## src/rtl/dmem_arbiter_rmw.sv

```systemverilog
// Data-memory controller: round-robin arbitration of one word-wide synchronous RAM between
// the CPU load/store port and a debug/loader port, with read-modify-write for sub-word stores.
module dmem_arbiter_rmw #(
    parameter int ADDR_W = 32
) (
    input  logic              clk,
    input  logic              reset,
    input  logic              cpu_req,
    input  logic              cpu_we,
    input  logic [1:0]        cpu_size,
    input  logic [ADDR_W-1:0] cpu_addr,
    input  logic [31:0]       cpu_wdata,
    output logic [31:0]       cpu_rdata,
    output logic              cpu_ack,
    output logic              cpu_stall,
    input  logic              dbg_req,
    input  logic              dbg_we,
    input  logic [ADDR_W-1:0] dbg_addr,
    input  logic [31:0]       dbg_wdata,
    output logic              dbg_gnt,
    output logic              dbg_rvalid,
    output logic [31:0]       dbg_rdata,
    output logic              mem_en,
    output logic              mem_we,
    output logic [ADDR_W-1:0] mem_addr,
    output logic [31:0]       mem_wdata,
    input  logic [31:0]       mem_rdata,
    output logic [1:0]        stateDbg
);

    typedef enum logic [1:0] {
        IDLE   = 2'd0,
        CPU_RD = 2'd1,
        RMW_WR = 2'd2,
        DBG_RD = 2'd3
    } state_t;

    state_t            state;
    logic              lastCpu;
    logic [ADDR_W-1:0] capAddr;
    logic              capHalf;
    logic [15:0]       capWdata;

    logic        grantCpu;
    logic        grantDbg;
    logic        cpuWord;
    logic [31:0] merged;

    assign cpuWord  = cpu_size[1];
    // On contention the requester that did not win last time goes first.
    assign grantCpu = (state == IDLE) && cpu_req && (!dbg_req || !lastCpu);
    assign grantDbg = (state == IDLE) && dbg_req && !grantCpu;
    assign stateDbg = state;

    always_comb begin
        merged = mem_rdata;
        if (capHalf) begin
            if (capAddr[1]) merged[31:16] = capWdata;
            else            merged[15:0]  = capWdata;
        end else begin
            merged[capAddr[1:0]*8 +: 8] = capWdata[7:0];
        end
    end

    // Everything is forced low while reset is held, even with requests pending.
    always_comb begin
        cpu_rdata  = '0;
        cpu_ack    = 1'b0;
        dbg_gnt    = 1'b0;
        dbg_rvalid = 1'b0;
        dbg_rdata  = '0;
        mem_en     = 1'b0;
        mem_we     = 1'b0;
        mem_addr   = '0;
        mem_wdata  = '0;
        if (reset) begin
            case (state)
                IDLE: begin
                    if (grantCpu) begin
                        mem_en   = 1'b1;
                        mem_addr = {cpu_addr[ADDR_W-1:2], 2'b00};
                        if (cpu_we && cpuWord) begin
                            mem_we    = 1'b1;
                            mem_wdata = cpu_wdata;
                            cpu_ack   = 1'b1;
                        end
                    end else if (grantDbg) begin
                        mem_en    = 1'b1;
                        mem_we    = dbg_we;
                        mem_addr  = {dbg_addr[ADDR_W-1:2], 2'b00};
                        mem_wdata = dbg_we ? dbg_wdata : 32'd0;
                        dbg_gnt   = 1'b1;
                    end
                end
                CPU_RD: begin
                    mem_addr  = {capAddr[ADDR_W-1:2], 2'b00};
                    cpu_rdata = mem_rdata;
                    cpu_ack   = 1'b1;
                end
                RMW_WR: begin
                    mem_en    = 1'b1;
                    mem_we    = 1'b1;
                    mem_addr  = {capAddr[ADDR_W-1:2], 2'b00};
                    mem_wdata = merged;
                    cpu_ack   = 1'b1;
                end
                DBG_RD: begin
                    mem_addr   = {capAddr[ADDR_W-1:2], 2'b00};
                    dbg_rvalid = 1'b1;
                    dbg_rdata  = mem_rdata;
                end
                default: ;
            endcase
        end
    end

    assign cpu_stall = cpu_req && !cpu_ack && reset;

    always_ff @(posedge clk or negedge reset) begin
        if (!reset) begin
            state    <= IDLE;
            lastCpu  <= 1'b0;
            capAddr  <= '0;
            capHalf  <= 1'b0;
            capWdata <= '0;
        end else begin
            case (state)
                IDLE: begin
                    if (grantCpu) begin
                        lastCpu  <= 1'b1;
                        capAddr  <= cpu_addr;
                        capHalf  <= cpu_size[0];
                        capWdata <= cpu_wdata[15:0];
                        if (!cpu_we)      state <= CPU_RD;
                        else if (!cpuWord) state <= RMW_WR;
                    end else if (grantDbg) begin
                        lastCpu <= 1'b0;
                        capAddr <= dbg_addr;
                        if (!dbg_we) state <= DBG_RD;
                    end
                end
                default: state <= IDLE;
            endcase
        end
    end

endmodule

```

## config.mk

```make
export PLATFORM = sky130hd
export DESIGN_NAME = dmem_arbiter_rmw
export DESIGN_NICKNAME = d
export VERILOG_FILES = /design/src/rtl/dmem_arbiter_rmw.sv
export SDC_FILE = /design/constraint.sdc
export NUM_CORES = 1
export LEC_CHECK = 0
export CORE_UTILIZATION = 25
export DETAILED_ROUTE_END_ITERATION = 6
export PLACE_DENSITY = 0.66
export SYNTH_ARGS = -nofsm -noshare
export SYNTH_HDL_FRONTEND = slang
export SYNTH_SLANG_ARGS = --single-unit
```

## constraint.sdc

```tcl
create_clock -name clk -period 3.4 [get_ports clk]
set_input_delay 0.51 -clock clk [delete_from_list [all_inputs] [get_ports clk]]
set_output_delay 0.51 -clock clk [all_outputs]
set_load 0.02 [all_outputs]
```

======== After elaboration in Yosys (flattened, before gate mapping) ========
Index checks and enable logic that the tools add are counted.
cells by class
  shift operators ......................... 2
  eq/ne operators ......................... 6
  add/subtract/negate cells ............... 1
  mux-type cells .......................... 45
  reductions and logical operators ........ 19
operators by type and width
  cell                       number
  $mux W32                   15
  $pmux W32 S2               2
  $neg A5 Y34                1
  $shift A8 B34 Y32 const A  1
  $shiftx A8 B34 Y32         1
  $bwmux W32                 1
  $mux W16                   2
  $mux W1                    16
  $mux W2                    6
  $logic_and A1 B1 Y1        7
  $ne A3 B3 Y1 const B       2
  $pmux W1 S2                3
  $eq A2 B2 Y1 const B       2
  $logic_not A1 Y1           4
  $ne A4 B4 Y1 const B       1
  $reduce_and A2 Y1          2
  $reduce_and A3 Y1          1
  $reduce_or A3 Y1           1
  $eq A2 B1 Y1 const B       1
  $logic_not A2 Y1           1
  $reduce_bool A2 Y1         1
  $reduce_or A2 Y1           1
  $logic_or A1 B1 Y1         1
word-level totals
  bits of input ports ..................... 168
  register bits ........................... 52

======== Depth between registers and ports, before layout ========
  depth after elaboration ................. 9
  mapped depth ............................ 9
  mapped depth without buffers ............ 6

======== Least setup slack after synthesis ========
OpenSTA, ideal clock, no wires.
  path type ............................... register -> output
  start point ............................. register capAddr[1]
  end point ............................... output port mem_wdata[30]
  arrival time ............................ 2.255 ns
  path buffers ............................ 3
  stages on the path, launching flop included .. 10
  path slack .............................. 0.635 ns
  path through ............................ dfrtp_1 > buf_2 > buf_2 > inv_1 > ha_1 > nor4bb_1 > clkbuf_1 > a221oi_1 > a211oi_1 > a221o_1
between the ends
  longest elaborated chain between the ends .. 6
RTL lines
  element                                                  RTL line  text
  from (decl)                                              40        logic [ADDR_W-1:0] capAddr;
  from (signal assigned)                                   131       capAddr <= cpu_addr;
  from (signal assigned)                                   138       capAddr <= dbg_addr;
  $neg A5 Y34                                              61        merged[capAddr[1:0]*8 +: 8] = capWdata[7:0];
  $shiftx A8 B34 Y32 or $shift A8 B34 Y32 (tied branches)  61
  $bwmux W32                                               61
  $mux W32 *                                               57        if (capHalf) begin
  $pmux W32 S2 *                                           77        case (state)
  $mux W32 *                                               76        if (reset) begin
  to (decl)                                                26        output logic [31:0] mem_wdata,
Every way passes the cells marked *; elsewhere a longest branch is shown, timed or not.

======== Worst setup path after layout ========
  start point ............................. input port dbg_req
  end point ............................... output port mem_wdata[10]
between the ends
  longest elaborated chain between the ends .. 9
RTL lines
  element              RTL line  text
  from (decl)          16        input logic dbg_req,
  $logic_not A1 Y1     51        assign grantCpu = (state == IDLE) && cpu_req && (!dbg_req || !lastCpu);
  $logic_or A1 B1 Y1   51
  $logic_and A1 B1 Y1  51
  $logic_not A1 Y1     52        assign grantDbg = (state == IDLE) && dbg_req && !grantCpu;
  $logic_and A1 B1 Y1  52
  $mux W32             87        end else if (grantDbg) begin
  $mux W32 *           79        if (grantCpu) begin
  $pmux W32 S2 *       77
  $mux W32 *           76
Marks and branches as above.

==> impl_metrics.json <==
{
  "fin_crit_ns": 3.26,
  "synth_top_family_by_area": "compound AO/OA/AOI/OAI gates",
  "setup_viol": 0,
  "fin_cells": 1122,
  "core_um2": 19000,
  "yosys.area_share.simple_pct": 18.8,
  "grt_usage_pct": 22.1,
  "syn_area_um2": 4900,
  "crit_family": "buffers and inverters",
  "ys_ff_latch": 52,
  "synthToLayoutAreaGrowth_pct": 72.0,
  "crit_top_cell": "clkdlybuf4s50_1",
  "wl_per_cell_um": 20.2,
  "drtAntennaViolNets": 0,
  "drc": 0,
  "port_buffers": 301,
  "gp_congestion": 0.810,
  "end_kind": "output pin",
  "status": "complete, no violations",
  "setup_tns_ns": 0,
  "synth_compound_area_share_pct": 31.5,
  "dp_hpwl_um": 17300,
  "synth_warnings": 0,
  "antenna_found_initial": 3,
  "fin_crit_sh_pct": 95.8,
  "holdCritPathClass": "in -> async",
  "first_pass_iters": 4,
  "crit_path_max_incr_delay_ns": 0.67,
  "vias_per_cell": 5.28,
  "grt_pass1_vias": 5520,
  "root_buffer": "clkbuf_16",
  "worstReg2RegEnd": "stateDbg[1]",
  "synth_edf_count": 0,
  "grt_pass1_wl_um": 33500,
  "post-route-util_pct": 44.4,
  "clk_latency_ns": 0.30,
  "ios": 304,
  "synth-adder-area-share_pct": 2.55,
  "finalPower_mw": 5.40,
  "vias": 5922,
  "p_per_area_nw_per_um2": 641,
  "initial_utilization_pct": 25.8,
  "grt_max_degree": 111,
  "die_area_um2": 20200,
  "clk_path_buf_depth": 2,
  "power.leakage_nw": 3.57,
  "cp_cell_sequence": "clkdlybuf4s50_1 -> o21a_4 -> and4_4 -> a221o_1 -> clkdlybuf4s50_1",
  "post_cts_buffers": 0,
  "critPathMaxFanout": 33,
  "maxCapViolations": 0,
  "grt_overflow": 0,
  "path_class": "in -> out",
  "tritoncts": "built",
  "reg2reg_from": "stateDbg[0]",
  "yosys.cell_types.count": 38,
  "skew_ns": 0.00949,
  "drtIter0Drc": 243,
  "relSlewSlack_pct": 66.0,
  "cts_buffers": 5,
  "floorplan.die.width_um": 142,
  "critPathLaunchType": "input pin",
  "async_flop_share_pct": 100,
  "synthFlopType": "dfrtp_1",
  "rsz0062_at_grt": "no",
  "crit_buf_inv": 2,
  "avgSynthCellArea_um2": 8.25,
  "synth_xor_area_share_pct": 0,
  "totalWireLength_um": 22700,
  "required_ns": 2.89,
  "placed_cell_area_um2": 8220,
  "cp.arrival_ns": 2.75,
  "slew_violations": 0,
  "yosys-mux-area-fraction_pct": 13.1,
  "drive_above_1_share_pct": 6.51,
  "ir_worst_vdd_mv": 0.314,
  "synthCells": 594,
  "r2r_cells": 7,
  "die_h_um": 142,
  "cts.clk_slew.worst_paths_ns": 0.07,
  "final_area_um2": 8420,
  "cp_slowest_cell": "clkdlybuf4s50_1",
  "finalHoldViolCount": 0,
  "cts_htree_levels": 2,
  "fmax_mhz": 307,
  "regToRegSetupSlack_ns": 1.29,
  "final_net_count": 1038,
  "tightest_slew_ns": 0.510,
  "cts.sinks": 52,
  "yosysSeqAreaShare_pct": 26.6,
  "placed_cells": 1113,
  "num_rows": 50
}
[kinds of logic (layout without fill, tap and decap cells)]
kind of cell	after synthesis	count (layout)
adders and majority gates	10	10
AOI/OAI and AO/OA	199	199
DFF	52	52
muxes	64	64
buffers and inverters	80	345
other	1	4
and+or+nand+nor	188	188
[metrics by stage]
stage	hold slack, ns	setup WS [ns]
3_5_place_dp	0.356	0.152
4_1_cts	0.0246	0.0274
2_1_floorplan	0.214	0.635
6_report	0.0366	0.142
5_1_grt	0.0277	0.0125
3_3_place_gp	0.354	0.204
[power by group]
group          switching [mW]  internal, mW
registers               0.355         0.920
clock network           0.253         0.273
logic                    1.95          1.65
[sequential cells by signal, summed over array words and instances (netlist names)]
register and cells:
capAddr 32, capWdata 16, lastCpu 1, stateDbg 2, capHalf 1
[what timing repair did]
item,4_1_cts,5_1_grt
gates resized for setup,1,13
gates cloned,0,0
hold buffers,0,0
pin swaps,0,2
endpoints found under the setup margin,1,13
[Yosys cell counts (all sizes together) (2+ instances only)]
| library cell | instances | area [µm²] |
|---|---|---|
| mux2i | 64 | 641 |
| o21a | 2 | 22.5 |
| a22o | 30 | 263 |
| o211a | 2 | 20.0 |
| a221o | 32 | 320 |
| buf | 26 | 159 |
| a21oi | 11 | 58.8 |
| and3 | 64 | 400 |
| ha | 10 | 125 |
| clkbuf | 42 | 158 |
| nand3 | 12 | 60.1 |
| a221oi | 46 | 403 |
| nor4bb | 2 | 20.0 |
| nand2 | 88 | 333 |
| inv | 12 | 45.0 |
| dfrtp | 52 | 1300 |
| nor3 | 2 | 15.0 |
| o21ai | 47 | 235 |
| nor2 | 16 | 60.1 |
| a211oi | 24 | 180 |
[placed cells by master, fill, tap and decap left out, types with 10 or more instances in the layout]
master	count
a21oi_1	10
nor2_1	16
a211oi_2	11
a221o_1	32
and3_1	64
nand2_1	87
a211oi_1	13
buf_4	22
ha_1	10
a221oi_1	46
mux2i_1	64
clkdlybuf4s50_1	295
a22o_1	30
o21ai_0	46
inv_1	12
nand3_1	12
dfrtp_1	50
[worst max-delay path by stage]
stage | from | endpoint | slack (ns) | depth (start not counted)
CTS | capAddr[1] | mem_wdata[29] | 0.03 | 8
detailed placement | dbg_req | mem_wdata[20] | 0.15 | 5
global placement | dbg_req | mem_wdata[5] | 0.20 | 5
finish | dbg_req | mem_wdata[10] | 0.14 | 5
floorplan | capAddr[1] | mem_wdata[30] | 0.63 | 9
global route | capAddr[1] | mem_wdata[20] | 0.01 | 8
[metal layers]
metal / GRT usage (%) / share of wire (%)
met2: 40.4 / 50
met3: 5.69 / 7.9
met1: 25.0 / 39
met4: 6.56 / 2.4
met5: 0 / 0
[area by class of cell]
| cell class | instances | area (µm²) |
|---|---|---|
| multi-input cells | 463 | 3320 |
| well taps | 260 | 325 |
| flip-flops and latches | 52 | 1300 |
| inverters | 12 | 45.0 |
| repair buffers | 326 | 3280 |
| diodes | 2 | 5.00 |
| fillers | 1914 | 10500 |
| clock buffers | 5 | 125 |
| clock inverters | 2 | 16.3 |
No activity file was read; power rests on OpenSTA's default activity.
